--- config.mk ---
export PLATFORM = sky130hd
export DESIGN_NAME = mario_anim_ctrl_flat
export DESIGN_NICKNAME = d
export VERILOG_FILES = /design/src/rtl/mario_sprite_pkg.sv /design/src/rtl/mario_anim_ctrl_if.sv /design/src/rtl/mario_anim_ctrl_vsync_tick.sv /design/src/rtl/mario_anim_ctrl.sv /design/src/flat_wrapper.sv
export SDC_FILE = /design/constraint.sdc
export NUM_CORES = 1
export LEC_CHECK = 0
export ABC_CLOCK_PERIOD_IN_PS = 3500
export CORE_MARGIN = 1
export CORE_UTILIZATION = 25
export CTS_BUF_LIST = sky130_fd_sc_hd__clkbuf_8
export CTS_CLUSTER_DIAMETER = 150
export CTS_CLUSTER_SIZE = 25
export DETAILED_ROUTE_END_ITERATION = 16
export GPL_TIMING_DRIVEN = 1
export PLACE_DENSITY = 0.46
export SLEW_MARGIN = 20
export SYNTH_ARGS = -nofsm -noshare
export SYNTH_HDL_FRONTEND = slang
export SYNTH_SLANG_ARGS = --single-unit
--- constraint.sdc ---
create_clock -name Clk -period 3.5 [get_ports Clk]
set_input_delay 0.7 -clock Clk [delete_from_list [all_inputs] [get_ports Clk]]
set_output_delay 0.7 -clock Clk [all_outputs]
set_load 0.02 [all_outputs]
--- src/rtl/mario_sprite_pkg.sv ---
// Shared types and defaults for the Mario animation controller:
// animation states, frame-select codes and sprite geometry.
package mario_sprite_pkg;

  localparam int SPRITE_W_DEF        = 21;
  localparam int SPRITE_H_DEF        = 21;
  localparam int FRAMES_PER_STEP_DEF = 6;
  localparam int ADDR_W_DEF          = 9;

  // Frame-select codes seen by the ROM mux / colour mapper.
  localparam logic [2:0] FSEL_STAND = 3'd0;
  localparam logic [2:0] FSEL_WALK1 = 3'd1;
  localparam logic [2:0] FSEL_WALK2 = 3'd2;
  localparam logic [2:0] FSEL_WALK3 = 3'd3;
  localparam logic [2:0] FSEL_JUMP  = 3'd4;

  typedef enum logic [2:0] {
    STAND = 3'd0,
    WALK1 = 3'd1,
    WALK2 = 3'd2,
    WALK3 = 3'd3,
    JUMP  = 3'd4
  } anim_state_t;

  // Map an animation state to the frame-select code of its ROM.
  function automatic logic [2:0] frame_code(anim_state_t s);
    case (s)
      WALK1:   return FSEL_WALK1;
      WALK2:   return FSEL_WALK2;
      WALK3:   return FSEL_WALK3;
      JUMP:    return FSEL_JUMP;
      default: return FSEL_STAND;
    endcase
  endfunction

  // Walk cycle successor: WALK1 -> WALK2 -> WALK3 -> WALK1.
  function automatic anim_state_t next_walk(anim_state_t s);
    case (s)
      WALK1:   return WALK2;
      WALK2:   return WALK3;
      default: return WALK1;
    endcase
  endfunction

endpackage

--- src/rtl/mario_anim_ctrl_if.sv ---
// Bus between the game logic (beam position, sprite position, keys,
// physics) and the animation controller (ROM address, frame select).
interface mario_anim_ctrl_if #(
  parameter int ADDR_W = 9
);
  logic [9:0]        DrawX;
  logic [9:0]        DrawY;
  logic [9:0]        mario_x;
  logic [9:0]        mario_y;
  logic              move_left;
  logic              move_right;
  logic              airborne;
  logic [ADDR_W-1:0] read_address;
  logic [2:0]        frame_sel;
  logic              facing_left;
  logic              sprite_on;

  // Game-logic side: drives beam/position/keys, consumes sprite outputs.
  modport master (
    output DrawX, DrawY, mario_x, mario_y, move_left, move_right, airborne,
    input  read_address, frame_sel, facing_left, sprite_on
  );

  // Controller side.
  modport slave (
    input  DrawX, DrawY, mario_x, mario_y, move_left, move_right, airborne,
    output read_address, frame_sel, facing_left, sprite_on
  );
endinterface

--- src/rtl/mario_anim_ctrl_vsync_tick.sv ---
// Brings the VSync (frame_clk) into the Clk domain and emits a one-Clk
// pulse on each synchronised rising edge.
module vsync_tick (
  input  logic Clk,
  input  logic Reset_n,
  input  logic frame_clk,
  output logic tick
);

  logic sync1_q, sync2_q, prev_q;

  // Two-flop synchroniser plus edge history.
  always_ff @(posedge Clk or negedge Reset_n) begin
    if (!Reset_n) begin
      // NOTE: all three flops reset to 1 so a VSync already high at release
      // cannot look like a rising edge while the synchroniser refills.
      sync1_q <= 1'b1;
      sync2_q <= 1'b1;
      prev_q  <= 1'b1;
    end else begin
      // NOTE: non-blocking assignments make every flop sample the old value,
      // which is what gives the chain its two-stage delay.
      sync1_q <= frame_clk;
      sync2_q <= sync1_q;
      prev_q  <= sync2_q;
    end
  end

  assign tick = sync2_q & ~prev_q;

endmodule

--- src/rtl/mario_anim_ctrl.sv ---
// Mario animation controller: VSync-paced frame FSM plus a one-Clk
// beam-to-ROM address pipeline.
// Build option MARIO_MIRROR_LEFT_EN: left-facing frames reuse the
// right-facing ROMs by mirroring the column index.
module mario_anim_ctrl
  import mario_sprite_pkg::*;
#(
  parameter int SPRITE_W        = SPRITE_W_DEF,
  parameter int SPRITE_H        = SPRITE_H_DEF,
  parameter int FRAMES_PER_STEP = FRAMES_PER_STEP_DEF,
  parameter int ADDR_W          = ADDR_W_DEF
) (
  input  logic               Clk,
  input  logic               Reset_n,
  input  logic               frame_clk,
  mario_anim_ctrl_if.slave   bus
);

  localparam int CNT_W = (FRAMES_PER_STEP > 1) ? $clog2(FRAMES_PER_STEP) : 1;
  localparam logic [CNT_W-1:0] CNT_LAST = CNT_W'(FRAMES_PER_STEP - 1);

  logic tick;

  vsync_tick u_tick (
    .Clk       (Clk),
    .Reset_n   (Reset_n),
    .frame_clk (frame_clk),
    .tick      (tick)
  );

  anim_state_t       state_q, state_d;
  logic [CNT_W-1:0]  step_cnt_q, step_cnt_d;
  logic              facing_q, facing_d;
  logic [2:0]        frame_sel_q;
  logic [ADDR_W-1:0] addr_q, addr_d;
  logic              sprite_on_q, sprite_on_d;
  logic              dir;

  logic [10:0] col, row, col_eff;
  logic        in_box;

  assign dir = bus.move_left ^ bus.move_right;

  // State, counter, facing and output registers.
  always_ff @(posedge Clk or negedge Reset_n) begin
    if (!Reset_n) begin
      state_q     <= STAND;
      step_cnt_q  <= '0;
      facing_q    <= 1'b0;
      frame_sel_q <= FSEL_STAND;
      addr_q      <= '0;
      sprite_on_q <= 1'b0;
    end else begin
      state_q     <= state_d;
      step_cnt_q  <= step_cnt_d;
      facing_q    <= facing_d;
      frame_sel_q <= frame_code(state_q);
      addr_q      <= addr_d;
      sprite_on_q <= sprite_on_d;
    end
  end

  // Next-state logic; everything holds unless a VSync tick arrives.
  always_comb begin
    // NOTE: defaults first so every path assigns every output -- no latches.
    state_d    = state_q;
    step_cnt_d = step_cnt_q;
    facing_d   = facing_q;
    if (tick) begin
      if (bus.airborne) begin
        state_d    = JUMP;
        step_cnt_d = '0;
      end else begin
        case (state_q)
          STAND, JUMP: begin
            state_d    = dir ? WALK1 : STAND;
            step_cnt_d = '0;
          end
          default: begin
            if (!dir) begin
              state_d    = STAND;
              step_cnt_d = '0;
            end else if (step_cnt_q == CNT_LAST) begin
              state_d    = next_walk(state_q);
              step_cnt_d = '0;
            end else begin
              step_cnt_d = step_cnt_q + 1'b1;
            end
          end
        endcase
        // Direction only changes on the ground with exactly one key held.
        if (dir) facing_d = bus.move_left;
      end
    end
  end

  // Beam-relative sprite coordinates; 11-bit so negatives never alias.
  always_comb begin
    col    = {1'b0, bus.DrawX} - {1'b0, bus.mario_x};
    row    = {1'b0, bus.DrawY} - {1'b0, bus.mario_y};
    in_box = !col[10] && (col < 11'(SPRITE_W)) &&
             !row[10] && (row < 11'(SPRITE_H));
`ifdef MARIO_MIRROR_LEFT_EN
    col_eff = facing_q ? (11'(SPRITE_W - 1) - col) : col;
`else
    col_eff = col;
`endif
    sprite_on_d = in_box;
    addr_d      = in_box ? (ADDR_W'(row) * ADDR_W'(SPRITE_W) + ADDR_W'(col_eff))
                         : '0;
  end

  assign bus.read_address = addr_q;
  assign bus.frame_sel    = frame_sel_q;
  assign bus.facing_left  = facing_q;
  assign bus.sprite_on    = sprite_on_q;

endmodule
--- src/flat_wrapper.sv ---
// flat-port wrapper written by rule: the top's interface ports become plain ports
module mario_anim_ctrl_flat import mario_sprite_pkg::*;
#(
  parameter int SPRITE_W        = SPRITE_W_DEF,
  parameter int SPRITE_H        = SPRITE_H_DEF,
  parameter int FRAMES_PER_STEP = FRAMES_PER_STEP_DEF,
  parameter int ADDR_W          = ADDR_W_DEF
)
  (Clk, Reset_n, frame_clk, bus_DrawX, bus_DrawY, bus_mario_x, bus_mario_y, bus_move_left, bus_move_right, bus_airborne, bus_read_address, bus_frame_sel, bus_facing_left, bus_sprite_on);
  mario_anim_ctrl_if #(.ADDR_W(ADDR_W)) bus_i ();
  input  logic Clk;
  input  logic Reset_n;
  input  logic frame_clk;
  input wire logic [$bits(bus_i.DrawX)-1:0] bus_DrawX;
  input wire logic [$bits(bus_i.DrawY)-1:0] bus_DrawY;
  input wire logic [$bits(bus_i.mario_x)-1:0] bus_mario_x;
  input wire logic [$bits(bus_i.mario_y)-1:0] bus_mario_y;
  input wire logic [$bits(bus_i.move_left)-1:0] bus_move_left;
  input wire logic [$bits(bus_i.move_right)-1:0] bus_move_right;
  input wire logic [$bits(bus_i.airborne)-1:0] bus_airborne;
  output wire logic [$bits(bus_i.read_address)-1:0] bus_read_address;
  output wire logic [$bits(bus_i.frame_sel)-1:0] bus_frame_sel;
  output wire logic [$bits(bus_i.facing_left)-1:0] bus_facing_left;
  output wire logic [$bits(bus_i.sprite_on)-1:0] bus_sprite_on;
  assign bus_i.DrawX = bus_DrawX;
  assign bus_i.DrawY = bus_DrawY;
  assign bus_i.mario_x = bus_mario_x;
  assign bus_i.mario_y = bus_mario_y;
  assign bus_i.move_left = bus_move_left;
  assign bus_i.move_right = bus_move_right;
  assign bus_i.airborne = bus_airborne;
  assign bus_read_address = bus_i.read_address;
  assign bus_frame_sel = bus_i.frame_sel;
  assign bus_facing_left = bus_i.facing_left;
  assign bus_sprite_on = bus_i.sprite_on;
  mario_anim_ctrl #(.SPRITE_W(SPRITE_W), .SPRITE_H(SPRITE_H), .FRAMES_PER_STEP(FRAMES_PER_STEP), .ADDR_W(ADDR_W)) u_core (.Clk(Clk), .Reset_n(Reset_n), .frame_clk(frame_clk), .bus(bus_i));
endmodule
==> results.toml, run 1 <==
[outcome]
status = "finished, violations left"
violations = "setup timing"

[run]
max_cap_viol_count = 0

[synthesis]
synthFlopType = "dfrtp_1"
async_reset_ff_share_pct = 100
synth_area_per_cell_um2 = 9.58
synth_seq_cells = 23
synth_edf_count = 0
yosys.cell_types.count = 48
seq_area_frac_synth_pct = 22.5
syn_area_um2 = 2580
yosys_warnings = 0
syn_inst = 269
syn-num-nets = 367

[timing]
fin_crit_sh_pct = 124
fmax_mhz = 230
skew_ns = 0.00106
fin_ws_ns = -0.844
fin_tns_setup_ns = -2.71
hold_viol = 0
final.min_clock_period_ns = 4.34
relSlewSlack_pct = 78.1
tightestPinTransition_ns = 0.329
final_max_slew_viol_count = 0
setup_viol_count_final = 10
rsz0062_at_grt = "true"

[clock_network]
clk_latency_ns = 0.26
cts_root_buffer = "clkbuf_8"
cts.sinks = 23
htree_levels = 1
ctsHoldBuffers = 0
clkTransAtPathRegs_ns = 0.09
cts-buffers-inserted = 3
clock_path_buffers = 2
cts_tree = "built"

[floorplanning]
fp.dieH_um = 104
die_w_um = 104
rows = 36
ios = 60
initial_utilization_pct = 26.1
core_area_um2 = 9860
die_area_um2 = 10700

[grt]
grt_max_degree = 24
grt_pass1_vias = 2325
grt_first_pass_wirelength_um = 10300
antenna_found_initial = 0
grt_use_total_pct = 11.5
gr-total-overflow = 0

[route]
final_antenna_net_count = 0
wl_met3_um = 156
num_vias = 2314
wl_met1_um = 2810
dr.pass1.iters = 4
wl_per_cell_um = 11.8
wl_um = 6340
via_per_inst = 4.31
drc = 0
detail_route.iter0.violations = 47
dr_wl_met2_um = 3310
routed.top_layer = "met4"

[power]
p_clk_share_pct = 6.1
p_int_w = 0.00163
vdd_drop_max_mv = 0.337
p_seq_share_pct = 11.1
leakage_nw = 2.06
combPwrFrac_pct = 82.8
sw_frac_of_total_pct = 40.7
switchingPower_w = 0.00112
pwr_density_cell_nw_per_um2 = 609

[cells_and_area]
fillers = 929
drive_gt1_share_pct = 44.6
final_nets = 503
syn_to_final_growth_pct = 74.9
postLayoutCoreUtil_pct = 45.7
diodes = 0

[setup_path]
required_ns = 3.68
worstSetupEndpointType = "register"
cp-start-kind = "input pin"
path_max_fanout = 2
cp.arrival_ns = 4.52
crit_type = "input pin to register"

[placed_design]
finalWeightedCongestion = 0.786
port_buffers = 59
dp_hpwl_um = 4970

[hold_path]
min_path_type = "register to register"
per-layer routing:
metal,vias up,global-route usage [%]
met1,1066,14.6
met3,6,0.629
met5,-,0
met2,39,21.7
li1,1203,-
met4,0,1.86
layout by cell type, fill, tap and decap left out, types with 5 or more instances in the layout:
cell type        count
clkdlybuf4s50_1     39
ha_4                16
buf_4               66
dfrtp_1             20
fa_1                 7
xor2_1               7
inv_2               15
a21oi_1              5
buf_6                8
xnor2_1              8
a21o_1              10
xnor2_2              8
dlygate4sd2_1        9
inv_1               25
a21oi_2              5
ha_1                24
o21ai_0              9
nand2_1             11
nor2_1               9
synth_stat cells, types with 5 or more instances:
| library cell | number | area share (%) |
|---|---|---|
| inv_1 | 42 | 6.1 |
| ha_1 | 41 | 20 |
| dfrtp_1 | 20 | 19 |
| xnor2_1 | 17 | 5.8 |
| nand2_1 | 13 | 1.9 |
| a21oi_1 | 12 | 2.3 |
| fa_1 | 11 | 8.5 |
| xor2_1 | 11 | 3.7 |
| a21o_1 | 10 | 2.9 |
| nor2_1 | 10 | 1.5 |
| o21ai_0 | 10 | 1.9 |
| nor2b_1 | 5 | 1.2 |
| nor4b_2 | 5 | 2.9 |
registers in the layout (all words and copies together), names as in the netlist:
| name | cells |
|---|---|
| u_core.bus.read_address | 9 |
| u_core.bus.frame_sel | 3 |
| u_core.state_q | 3 |
| u_core.step_cnt_q | 3 |
| u_core.bus.facing_left | 1 |
| u_core.bus.sprite_on | 1 |
| u_core.u_tick.prev_q | 1 |
| u_core.u_tick.sync1_q | 1 |
| u_core.u_tick.sync2_q | 1 |
worst max-delay path, stage by stage:
cell	delay, ns
buf_12	0.11
inv_16	0.04
ha_4	0.17
nor2b_4	0.12
o31a_1	0.24
or2_4	0.24
or3_4	0.34
a31oi_4	0.18
xnor2_1	0.13
ha_1	0.26
fa_1	0.48
fa_2	0.37
xnor2_2	0.14
xnor2_1	0.13
xnor2_1	0.22
xnor2_1	0.17
xnor2_1	0.15
xnor2_1	0.10
nor4b_2	0.20
cell type report:
| cell class | instances | area [um^2] | area share [%] |
|---|---|---|---|
| Inverter | 42 | 176 | 3.92 |
| Clock buffer | 3 | 41.3 | 0.916 |
| Clock inverter | 1 | 7.51 | 0.167 |
| Sequential cell | 23 | 579 | 12.9 |
| Timing Repair Buffer | 133 | 1180 | 26.2 |
| Tap cell | 133 | 166 | 3.69 |
| Multi-Input combinational cell | 202 | 2350 | 52.2 |
kinds of logic (layout without fill, tap and decap cells):
logic type | after synthesis | after routing | share of synthesized area [%]
fa+ha+maj | 52 | 52 | 28.5
mux | 6 | 6 | 2.53
xor+xnor | 28 | 28 | 9.52
compound gates | 60 | 60 | 15.7
simple gates | 56 | 56 | 14.6
buf+inv | 44 | 179 | 6.70
flops | 23 | 23 | 22.5
stage by stage:
| step | area [um^2] | total power [W] | setup WS (ns) | hold slack (ns) | std cells |
|---|---|---|---|---|---|
| 5_1_grt | 4510 | 0.00299 | -1.10 | 0.369 | 537 |
| 3_5_place_dp | 3930 | 0.00218 | -1.81 | 0.347 | 515 |
| 3_3_place_gp | 3930 | 0.00218 | -1.76 | 0.348 | 515 |
| 6_report | 4510 | 0.00274 | -0.844 | 0.359 | 537 |
| 2_1_floorplan | 2770 | 0.00162 | -1.01 | 0.345 | 269 |
| 4_1_cts | 4250 | 0.00267 | -0.989 | 0.360 | 531 |
repair_timing:
action / in CTS / in global routing
gates cloned: 0 / 1
pin swaps: 59 / 44
buffers inserted: 14 / 6
endpoints found under the setup margin: 10 / 10
resized for setup: 93 / 34
power groups by stage:
stage                     Combinational (W)  Sequential (W)  Clock (W)
after CTS                           0.00219        0.000305   0.000177
final                               0.00227        0.000305   0.000167
after detailed placement            0.00187        0.000310          0
after global routing                0.00250        0.000309   0.000184
after floorplan                     0.00130        0.000321          0
after global placement              0.00187        0.000311          0
path summary, 6_finish.rpt:
check | from | endpoint | slack [ns] | depth (start not counted)
max | bus_mario_x[1] | u_core.bus.read_address[8] | -0.84 | 19
min | u_core.u_tick.sync1_q | u_core.u_tick.sync2_q | 0.36 | 0
min in group asynchronous | Reset_n | u_core.bus.read_address[8] | 0.79 | 2
max reg2reg | u_core.u_tick.sync2_q | u_core.step_cnt_q[1] | 2.11 | 4
max in group asynchronous | Reset_n | u_core.u_tick.sync1_q | 2.43 | 2
min reg2reg | u_core.u_tick.sync1_q | u_core.u_tick.sync2_q | 0.36 | 0
(Power assumes the default switching activity.)
==> inputs of run 2 (changes only) <==
--- a/config.mk
+++ b/config.mk
@@ -12,7 +12,7 @@
 export CTS_CLUSTER_DIAMETER = 150
 export CTS_CLUSTER_SIZE = 25
 export DETAILED_ROUTE_END_ITERATION = 16
-export GPL_TIMING_DRIVEN = 1
+export GPL_TIMING_DRIVEN = 0
 export PLACE_DENSITY = 0.46
 export SLEW_MARGIN = 20
 export SYNTH_ARGS = -nofsm -noshare
==> results.toml, run 2 (synthesis gave the netlist of run 1 again) <==
[outcome]
status = "finished, violations left"
violations = "setup timing"

[floorplanning]
die_w_um = 104
initial_utilization_pct = 26.1
fp.dieH_um = 104
core_area_um2 = 9860
die_area_um2 = 10700
rows = 36
ios = 60

[timing]
fin_tns_setup_ns = -2.72
fmax_mhz = 225
final_max_slew_viol_count = 0
tightestPinTransition_ns = 0.851
fin_crit_sh_pct = 127
fin_ws_ns = -0.950
final.min_clock_period_ns = 4.45
skew_ns = 0.00322
setup_viol_count_final = 10
hold_viol = 0
rsz0062_at_grt = "true"
relSlewSlack_pct = 42.1

[cells_and_area]
syn_to_final_growth_pct = 60.7
final_common_cell = "clkdlybuf4s50_1"
multi_input_area_um2 = 2330
stdcell_area_um2 = 4140
diodes = 0
final_nets = 463
largest_reg_flops = 9
fillers = 1005
instances_no_fill = 497
layout_common_cells = "clkdlybuf4s50_1, inv_1, buf_4"
drive_gt1_share_pct = 37.4
register_area_um2 = 579

[clock_network]
cts_root_buffer = "clkbuf_8"
cts_tree = "built"
cts.sinks = 23
cts-buffers-inserted = 3
clk_latency_ns = 0.26
htree_levels = 1
clkTransAtPathRegs_ns = 0.08
ctsHoldBuffers = 0
clock_path_buffers = 2

[grt]
gr-total-overflow = 0
grt_first_pass_wirelength_um = 10300
grt_max_degree = 24
grt_pass1_vias = 2268
grt_use_total_pct = 11.5
antenna_found_initial = 0

[power]
leakage_nw = 1.82
p_seq_share_pct = 11.4
p_int_w = 0.00155
p_clk_share_pct = 6.1
vdd_drop_max_mv = 0.389
pwr_density_cell_nw_per_um2 = 646
combPwrFrac_pct = 82.5
switchingPower_w = 0.00112
sw_frac_of_total_pct = 42.0
finalPower_w = 0.00268

[route]
via_per_inst = 4.41
wl_per_cell_um = 11.6
final_antenna_net_count = 0
num_vias = 2192
drc = 0
detail_route.iter0.violations = 29
dr.pass1.iters = 4
wl_um = 5780

[run]
max_cap_viol_count = 0

[placed_design]
pre_cts_slack_ns = -2.12
place_area_um2 = 3530
port_buffers = 59
dp.cells = 461
finalWeightedCongestion = 0.770
dp_hpwl_um = 4590

[hold_path]
min_path_type = "register to register"
hold_start = "u_core.u_tick.sync1_q"

[setup_path]
path_max_fanout = 3
cp-start-kind = "input pin"
worstRegToRegCells = 4
crit_type = "input pin to register"
regToRegSetupSlack_ns = 2.10
required_ns = 3.67
r2r-end = "u_core.step_cnt_q[1]"
worstSetupEndpointType = "register"
cp.arrival_ns = 4.62
r2r-start = "u_core.u_tick.sync2_q"
cp-endpoint = "u_core.bus.read_address[8]"
setup.worst_path.start = "bus_mario_x[1]"
-- run 2: cell type report --
| cell class | count | area share [%] |
|---|---|---|
| Multi-Input combinational cell | 202 | 56.3 |
| Clock inverter | 1 | 0.121 |
| Sequential cell | 23 | 14.0 |
| Tap cell | 133 | 4.02 |
| Inverter | 42 | 4.20 |
| Buffer | 2 | 0.635 |
| Clock buffer | 3 | 0.997 |
| Timing Repair Buffer | 91 | 19.7 |
-- run 2: metal layers --
layer	global-route usage [%]	part of all wire [%]
met2	20.8	50
met4	2.48	0.59
met3	0.755	1.9
met1	14.9	47
met5	0	0
-- run 2: worst max-delay path: stages --
cell and delay, ns:
buf_12 0.11, inv_16 0.04, ha_4 0.18, nor2b_4 0.12, o31a_1 0.24, or2_1 0.24
or3_4 0.35, a31oi_4 0.20, xnor2_2 0.14, ha_1 0.27, fa_1 0.46, fa_1 0.56
ha_4 0.23, a21oi_4 0.17, o21ai_4 0.09, xor2_2 0.18, xnor2_1 0.15, nor4b_2 0.20
-- run 2: worst min-delay path by stage --
stage                                 end  slack [ns]  cells after the start
floorplan           u_core.u_tick.sync2_q        0.35                      0
global placement    u_core.u_tick.sync2_q        0.35                      0
detailed placement  u_core.u_tick.sync2_q        0.35                      0
CTS                 u_core.u_tick.sync2_q        0.36                      0
global route        u_core.u_tick.sync2_q        0.37                      0
finish              u_core.u_tick.sync2_q        0.36                      0
-- run 2: power by group through the flow --
| stage | combinational [W] | clock (W) | sequential [W] |
|---|---|---|---|
| after CTS | 0.00199 | 0.000172 | 0.000305 |
| after global placement | 0.00162 | 0 | 0.000310 |
| final | 0.00221 | 0.000163 | 0.000305 |
| after detailed placement | 0.00163 | 0 | 0.000310 |
| after global routing | 0.00243 | 0.000187 | 0.000310 |
| after floorplan | 0.00130 | 0 | 0.000321 |
-- run 2: timing repair --
action                     4_1_cts  5_1_grt
pin swaps                       54       25
buffers inserted                29        2
resized for setup               89       22
setup endpoints to repair       10       10
gates cloned                     1        0
-- run 2: through the flow --
step / hold WS, ns / util [%]
after global placement: 0.347 / 35.7
after global routing: 0.366 / 42.0
after CTS: 0.360 / 40.8
after floorplan: 0.345 / -
final: 0.358 / 42.0
after detailed placement: 0.347 / 35.8
==> RTL edit 1, RTL diff (flow settings as in run 1) <==
Add a define of `MARIO_MIRROR_LEFT_EN`.
--- a/src/rtl/mario_anim_ctrl.sv
+++ b/src/rtl/mario_anim_ctrl.sv
@@ -2,6 +2,8 @@
 // beam-to-ROM address pipeline.
 // Build option MARIO_MIRROR_LEFT_EN: left-facing frames reuse the
 // right-facing ROMs by mirroring the column index.
+`define MARIO_MIRROR_LEFT_EN
+
 module mario_anim_ctrl
   import mario_sprite_pkg::*;
 #(
Behaviour: not the same (a bounded check fails within 10 cycles, from zero or initial values and one cycle with Reset_n low).
==> RTL edit 1 against run 1 <==
Setup slack got worse by 0.47 ns; sequential share of layout area fell by 0.62 points; final area rose by 5.1%; critical path depth rose by 2; via count rose by 13%; routed wire length rose by 8.5%; the flow still finishes with violations (setup timing); critical endpoint unchanged; sequential power fell by 3%; sequential cell count did not move; largest cell class unchanged; synthesized area rose by 10%; total power rose by 0.30%.
==> RTL edit 1: results (changes against run 1) <==
<table>
<tr><th>Metric</th><th>Value</th></tr>
<tr><th colspan="2">Final layout</th></tr>
<tr><td>Clock-cell share of area</td><td>0.00978 (-0.00105)</td></tr>
<tr><td>Multi-input combinational gate total</td><td>237 (+17%)</td></tr>
<tr><td>Filler-free cell count of the finished design</td><td>601 (+12%)</td></tr>
<tr><td>Net count of the finished layout</td><td>563 (+12%)</td></tr>
<tr><td>Non-clock inverter total of the final layout</td><td>55 (+31%)</td></tr>
<tr><td>Layout buffer count excluding clock buffers</td><td>142 (+6.8%)</td></tr>
<tr><td>Number of fill cells</td><td>1094 (+18%)</td></tr>
<tr><th colspan="2">Timing</th></tr>
<tr><td>Total of endpoints with negative setup slack in the final report</td><td>6 (-4)</td></tr>
<tr><td>Worst slew margin relative to its limit</td><td>0.672 (-0.109)</td></tr>
<tr><td>Post-route setup slack</td><td>-1.31 ns (-0.471 ns)</td></tr>
<tr><th colspan="2">Detailed routing</th></tr>
<tr><td>Total wire length</td><td>6880 um (+8.5%)</td></tr>
<tr><td>Post-DR vias/cell</td><td>4.36 (+1.2%)</td></tr>
<tr><td>Violation count after the first detailed-routing iteration</td><td>60 (+28%)</td></tr>
<tr><th colspan="2">Logic synthesis</th></tr>
<tr><td>Synth Net Count</td><td>421 (+15%)</td></tr>
<tr><td>Top cell types by occurrence after synthesis</td><td>sky130_fd_sc_hd__inv_1, sky130_fd_sc_hd__ha_1, sky130_fd_sc_hd__dfrtp_1, sky130_fd_sc_hd__nor2_1</td></tr>
<tr><td>Sequential cell area fraction in the yosys report</td><td>0.204 (-0.0205)</td></tr>
<tr><td>Mean cell area of the mapped netlist</td><td>8.86 um^2 (-7.5%)</td></tr>
<tr><th colspan="2">Status</th></tr>
<tr><td>Failing checks</td><td>setup timing</td></tr>
<tr><td>Outcome</td><td>finished with violations</td></tr>
<tr><th colspan="2">Global routing</th></tr>
<tr><td>Fraction of met1 tracks used by global routing</td><td>0.165 (+0.0188)</td></tr>
<tr><td>Overall track demand over capacity in global routing</td><td>0.119 (+0.00360)</td></tr>
<tr><td>M3 GR Usage</td><td>0.00723 (+0.000940)</td></tr>
<tr><td>Largest net degree at the start of global routing</td><td>23 (-4.2%)</td></tr>
<tr><th colspan="2">Power and ir drop</th></tr>
<tr><td>Total leakage power</td><td>2.25 nW (+9.0%)</td></tr>
<tr><td>Worst ir drop on vdd</td><td>393 uV (+16%)</td></tr>
</table>
==> RTL edit 1: cell count changes in the layout (fill, tap and decap cells not counted), sizes merged, moves of 5 or more <==
cell | run 1 | this run
nor2b | 5 | 12
dlygate4sd2 | 9 | 2
nor3 | 1 | 7
clkdlybuf4s50 | 39 | 44
inv | 42 | 55
nor2 | 10 | 20
dlymetal6s2s | 0 | 6
nor4b | 5 | 0
o21a | 4 | 12
buf | 80 | 88
==> RTL edit 1: report_power, final <==
part / switching (mW) / internal, mW / total (mW)
sequential: 0.0144 / 0.281 / 0.295
combinational: 1.02 / 1.28 / 2.30
clock: 0.0836 / 0.0793 / 0.163
==> RTL edit 1: cell families (layout without fill, tap and decap cells) <==
kind of cell               after synthesis  after routing  synth area share
xor gates and xnor gates                27             27            0.0931
and+or+nand+nor                         74             74             0.140
AOI/OAI and AO/OA                       76             76             0.188
muxes                                    5              5            0.0190
buffers and inverters                   60            201            0.0830
DFF                                     23             23             0.204
adders and majority gates               55             55             0.272
==> RTL edit 1: metrics by stage <==
| step | power [mW] | utilization | area, um^2 | worst slack [ns] |
|---|---|---|---|---|
| 3_5_place_dp | 2.34 | 0.387 | 4230 | -2.06 |
| 4_1_cts | 2.72 | 0.417 | 4560 | -1.65 |
| 5_1_grt | 3.07 | 0.433 | 4730 | -1.56 |
| 2_1_floorplan | 1.70 | - | 2980 | -1.21 |
| 6_report | 2.75 | 0.433 | 4730 | -1.31 |
| 3_3_place_gp | 2.32 | 0.387 | 4230 | -2.03 |
==> RTL edit 1: layer usage <==
layer,vias to the layer above,wire length [um]
li1,1378,-
met1,1206,3320
met2,35,3390
met3,2,140
met4,0,27
met5,-,0
==> RTL edit 1: worst paths after layout <==
| path | to | slack (ns) | cells past startpoint | from |
|---|---|---|---|---|
| worst max-delay path | u_core.bus.read_address[8]$_DFF_PN0_ | -1.31 | 21 | bus_DrawX[0] |
| worst max register to register | u_core.bus.read_address[8]$_DFF_PN0_ | -0.04 | 15 | u_core.bus.facing_left$_DFFE_PN0P_ |
| min in group asynchronous | u_core.bus.read_address[6]$_DFF_PN0_ | 0.39 | 1 | Reset_n |
| worst min register to register | u_core.u_tick.sync2_q$_DFF_PN1_ | 0.36 | 0 | u_core.u_tick.sync1_q$_DFF_PN1_ |
| max in group asynchronous | u_core.u_tick.sync2_q$_DFF_PN1_ | 2.59 | 2 | Reset_n |
| worst min-delay path | u_core.u_tick.sync2_q$_DFF_PN1_ | 0.36 | 0 | u_core.u_tick.sync1_q$_DFF_PN1_ |
==> RTL edit 1: repair_timing <==
| action | 4_1_cts | 5_1_grt |
|---|---|---|
| gates resized for setup | 58 | 37 |
| buffers inserted | 10 | 7 |
| pin swaps | 29 | 27 |
| setup endpoints to repair | 10 | 10 |
==> RTL edit 2, RTL diff (settings of run 1) <==
Made on the original files. Reset style: synchronous (`Reset_n`), changed in 2 clocked blocks.
--- a/src/rtl/mario_anim_ctrl_vsync_tick.sv
+++ b/src/rtl/mario_anim_ctrl_vsync_tick.sv
@@ -10,7 +10,7 @@
   logic sync1_q, sync2_q, prev_q;
 
   // Two-flop synchroniser plus edge history.
-  always_ff @(posedge Clk or negedge Reset_n) begin
+  always_ff @(posedge Clk) begin
     if (!Reset_n) begin
       // NOTE: all three flops reset to 1 so a VSync already high at release
       // cannot look like a rising edge while the synchroniser refills.
--- a/src/rtl/mario_anim_ctrl.sv
+++ b/src/rtl/mario_anim_ctrl.sv
@@ -42,7 +42,7 @@
   assign dir = bus.move_left ^ bus.move_right;
 
   // State, counter, facing and output registers.
-  always_ff @(posedge Clk or negedge Reset_n) begin
+  always_ff @(posedge Clk) begin
     if (!Reset_n) begin
       state_q     <= STAND;
       step_cnt_q  <= '0;
Behaviour: differs if Reset_n is asserted again (counterexample within 4 cycles, from zero or initial values and one cycle with Reset_n low); with Reset_n held inactive, the same outputs for 10 cycles.
==> RTL edit 2 against run 1 <==
The run still ends with setup timing left; fmax is 6.8% higher; final area is 5.4% lower; global-route usage is 0.21 points higher; routed wire length is 11% lower; sequential cell count stayed put; total power is 27% lower; synthesized area is 2.8% lower; sequential power is 13% lower; setup slack better by 0.28 ns.
==> RTL edit 2: results (changes against run 1) <==
<table>
<tr><th>Metric</th><th>Value</th></tr>
<tr><th colspan="2">Status</th></tr>
<tr><td>Outcome</td><td>finished with violations</td></tr>
<tr><td>Failing checks</td><td>setup timing</td></tr>
<tr><th colspan="2">Power and ir drop</th></tr>
<tr><td>Switching share of power</td><td>0.373 (-0.0342)</td></tr>
<tr><td>Worst ir drop on vdd</td><td>246 uV (-27%)</td></tr>
<tr><td>Total leakage power</td><td>1.98 nW (-4.0%)</td></tr>
<tr><th colspan="2">Logic synthesis</th></tr>
<tr><td>Multiplexer share of the synthesized area</td><td>0.00799 (-0.0173)</td></tr>
<tr><td>Gate Count Post-Synth</td><td>290 (+7.8%)</td></tr>
<tr><td>Top cells by area in the synthesized netlist</td><td>sky130_fd_sc_hd__ha_1, sky130_fd_sc_hd__dfxtp_1, sky130_fd_sc_hd__fa_1</td></tr>
<tr><td>Complex-gate fraction of the synthesized area</td><td>0.178 (+0.0214)</td></tr>
<tr><td>Top cell types by occurrence after synthesis</td><td>sky130_fd_sc_hd__inv_1, sky130_fd_sc_hd__ha_1, sky130_fd_sc_hd__dfxtp_1</td></tr>
<tr><td>Sequential cell area fraction in the yosys report</td><td>0.184 (-0.0411)</td></tr>
<tr><td>Most instantiated flip-flop cell in the synthesis netlist</td><td>sky130_fd_sc_hd__dfxtp_1</td></tr>
<tr><td>Synth Net Count</td><td>390 (+6.3%)</td></tr>
<tr><th colspan="2">Timing</th></tr>
<tr><td>Worst slew margin relative to its limit</td><td>0.632 (-0.149)</td></tr>
<tr><td>Total of endpoints with negative setup slack in the final report</td><td>10 (unchanged)</td></tr>
<tr><td>Post-route setup slack</td><td>-0.566 ns (+0.278 ns)</td></tr>
<tr><th colspan="2">Detailed routing</th></tr>
<tr><td>Via count</td><td>2398 (+3.6%)</td></tr>
<tr><td>Total wire length</td><td>5630 um (-11%)</td></tr>
<tr><td>WL/cell</td><td>9.98 um (-15%)</td></tr>
<tr><th colspan="2">Final layout</th></tr>
<tr><td>Net count of the finished layout</td><td>532 (+5.8%)</td></tr>
<tr><td>Fraction of layout cells with a size suffix above 1</td><td>0.376 (-0.0697)</td></tr>
<tr><th colspan="2">Global routing</th></tr>
<tr><td>Largest net degree at the start of global routing</td><td>15 (-38%)</td></tr>
<tr><td>Overall track demand over capacity in global routing</td><td>0.117 (+0.00212)</td></tr>
<tr><td>Global-route wire length before repair</td><td>9980 um (-3.3%)</td></tr>
<tr><th colspan="2">Placement</th></tr>
<tr><td>Placed cell areas</td><td>0.00381 mm^2 (-3.1%)</td></tr>
<tr><td>Routability congestion estimate from global placement</td><td>0.763 (-3.0%)</td></tr>
<tr><th colspan="2">Worst setup path</th></tr>
<tr><td>Launching point of the worst reg2reg path</td><td>u_core.state_q[0]$_SDFFE_PN0P_</td></tr>
<tr><td>Largest driver fanout on the critical path</td><td>3 (+1)</td></tr>
<tr><td>Maximum single-stage delay on the critical path</td><td>0.54 ns (+0.06 ns)</td></tr>
</table>
RTL edit 2: changes by cell type after synthesis, sizes merged, moves of 4 or more:
cell,before,now
mux2,4,0
nor2b,5,9
nor2,10,14
xnor2,17,13
dfxtp,0,23
o21ai,12,16
nand2,13,9
and3,1,11
nor3,1,9
dfrtp,20,0
nand2b,4,9
a21boi,1,5
nor4b,5,1
RTL edit 2: timing repair:
action / CTS / global route
pin swaps: 61 / 30
setup buffers: 23 / 1
resized for setup: 88 / 9
endpoints found under the setup margin: 6 / 10
RTL edit 2: cell type report:
cell class                      instances  area (um^2)  area share
Sequential cell                        23          460       0.108
Tap cell                              133          166      0.0390
Timing Repair Buffer                  138         1190       0.279
Clock buffer                            3         41.3     0.00969
Clock inverter                          1         5.00     0.00117
Multi-Input combinational cell        221         2220       0.520
Inverter                               45          184      0.0431
RTL edit 2: through the flow:
step | setup slack, ns | hold slack, ns | setup TNS, ns | util
after floorplan | -0.633 | 0.386 | -1.69 | -
after global placement | -1.32 | 0.389 | -6.33 | 0.391
after detailed placement | -1.36 | 0.396 | -6.45 | 0.391
after CTS | -0.584 | 0.416 | -3.32 | 0.434
after global routing | -0.736 | 0.449 | -4.59 | 0.438
final | -0.566 | 0.420 | -3.39 | 0.438
RTL edit 2: power groups by stage:
stage / registers [mW] / logic (mW) / clock network [mW]
floorplan: 0.271 / 0.992 / 0
global placement: 0.271 / 1.41 / 0
detailed placement: 0.271 / 1.41 / 0
CTS: 0.264 / 1.58 / 0.166
global route: 0.265 / 1.79 / 0.178
finish: 0.265 / 1.59 / 0.160
RTL edit 2: cell families (layout without fill, tap and decap cells):
kind of cell / after synthesis / count (layout)
buf+inv: 46 / 187
fa+ha+maj: 54 / 54
simple gates: 77 / 77
xor+xnor: 22 / 22
flops: 23 / 23
mux: 2 / 2
compound gates: 66 / 66
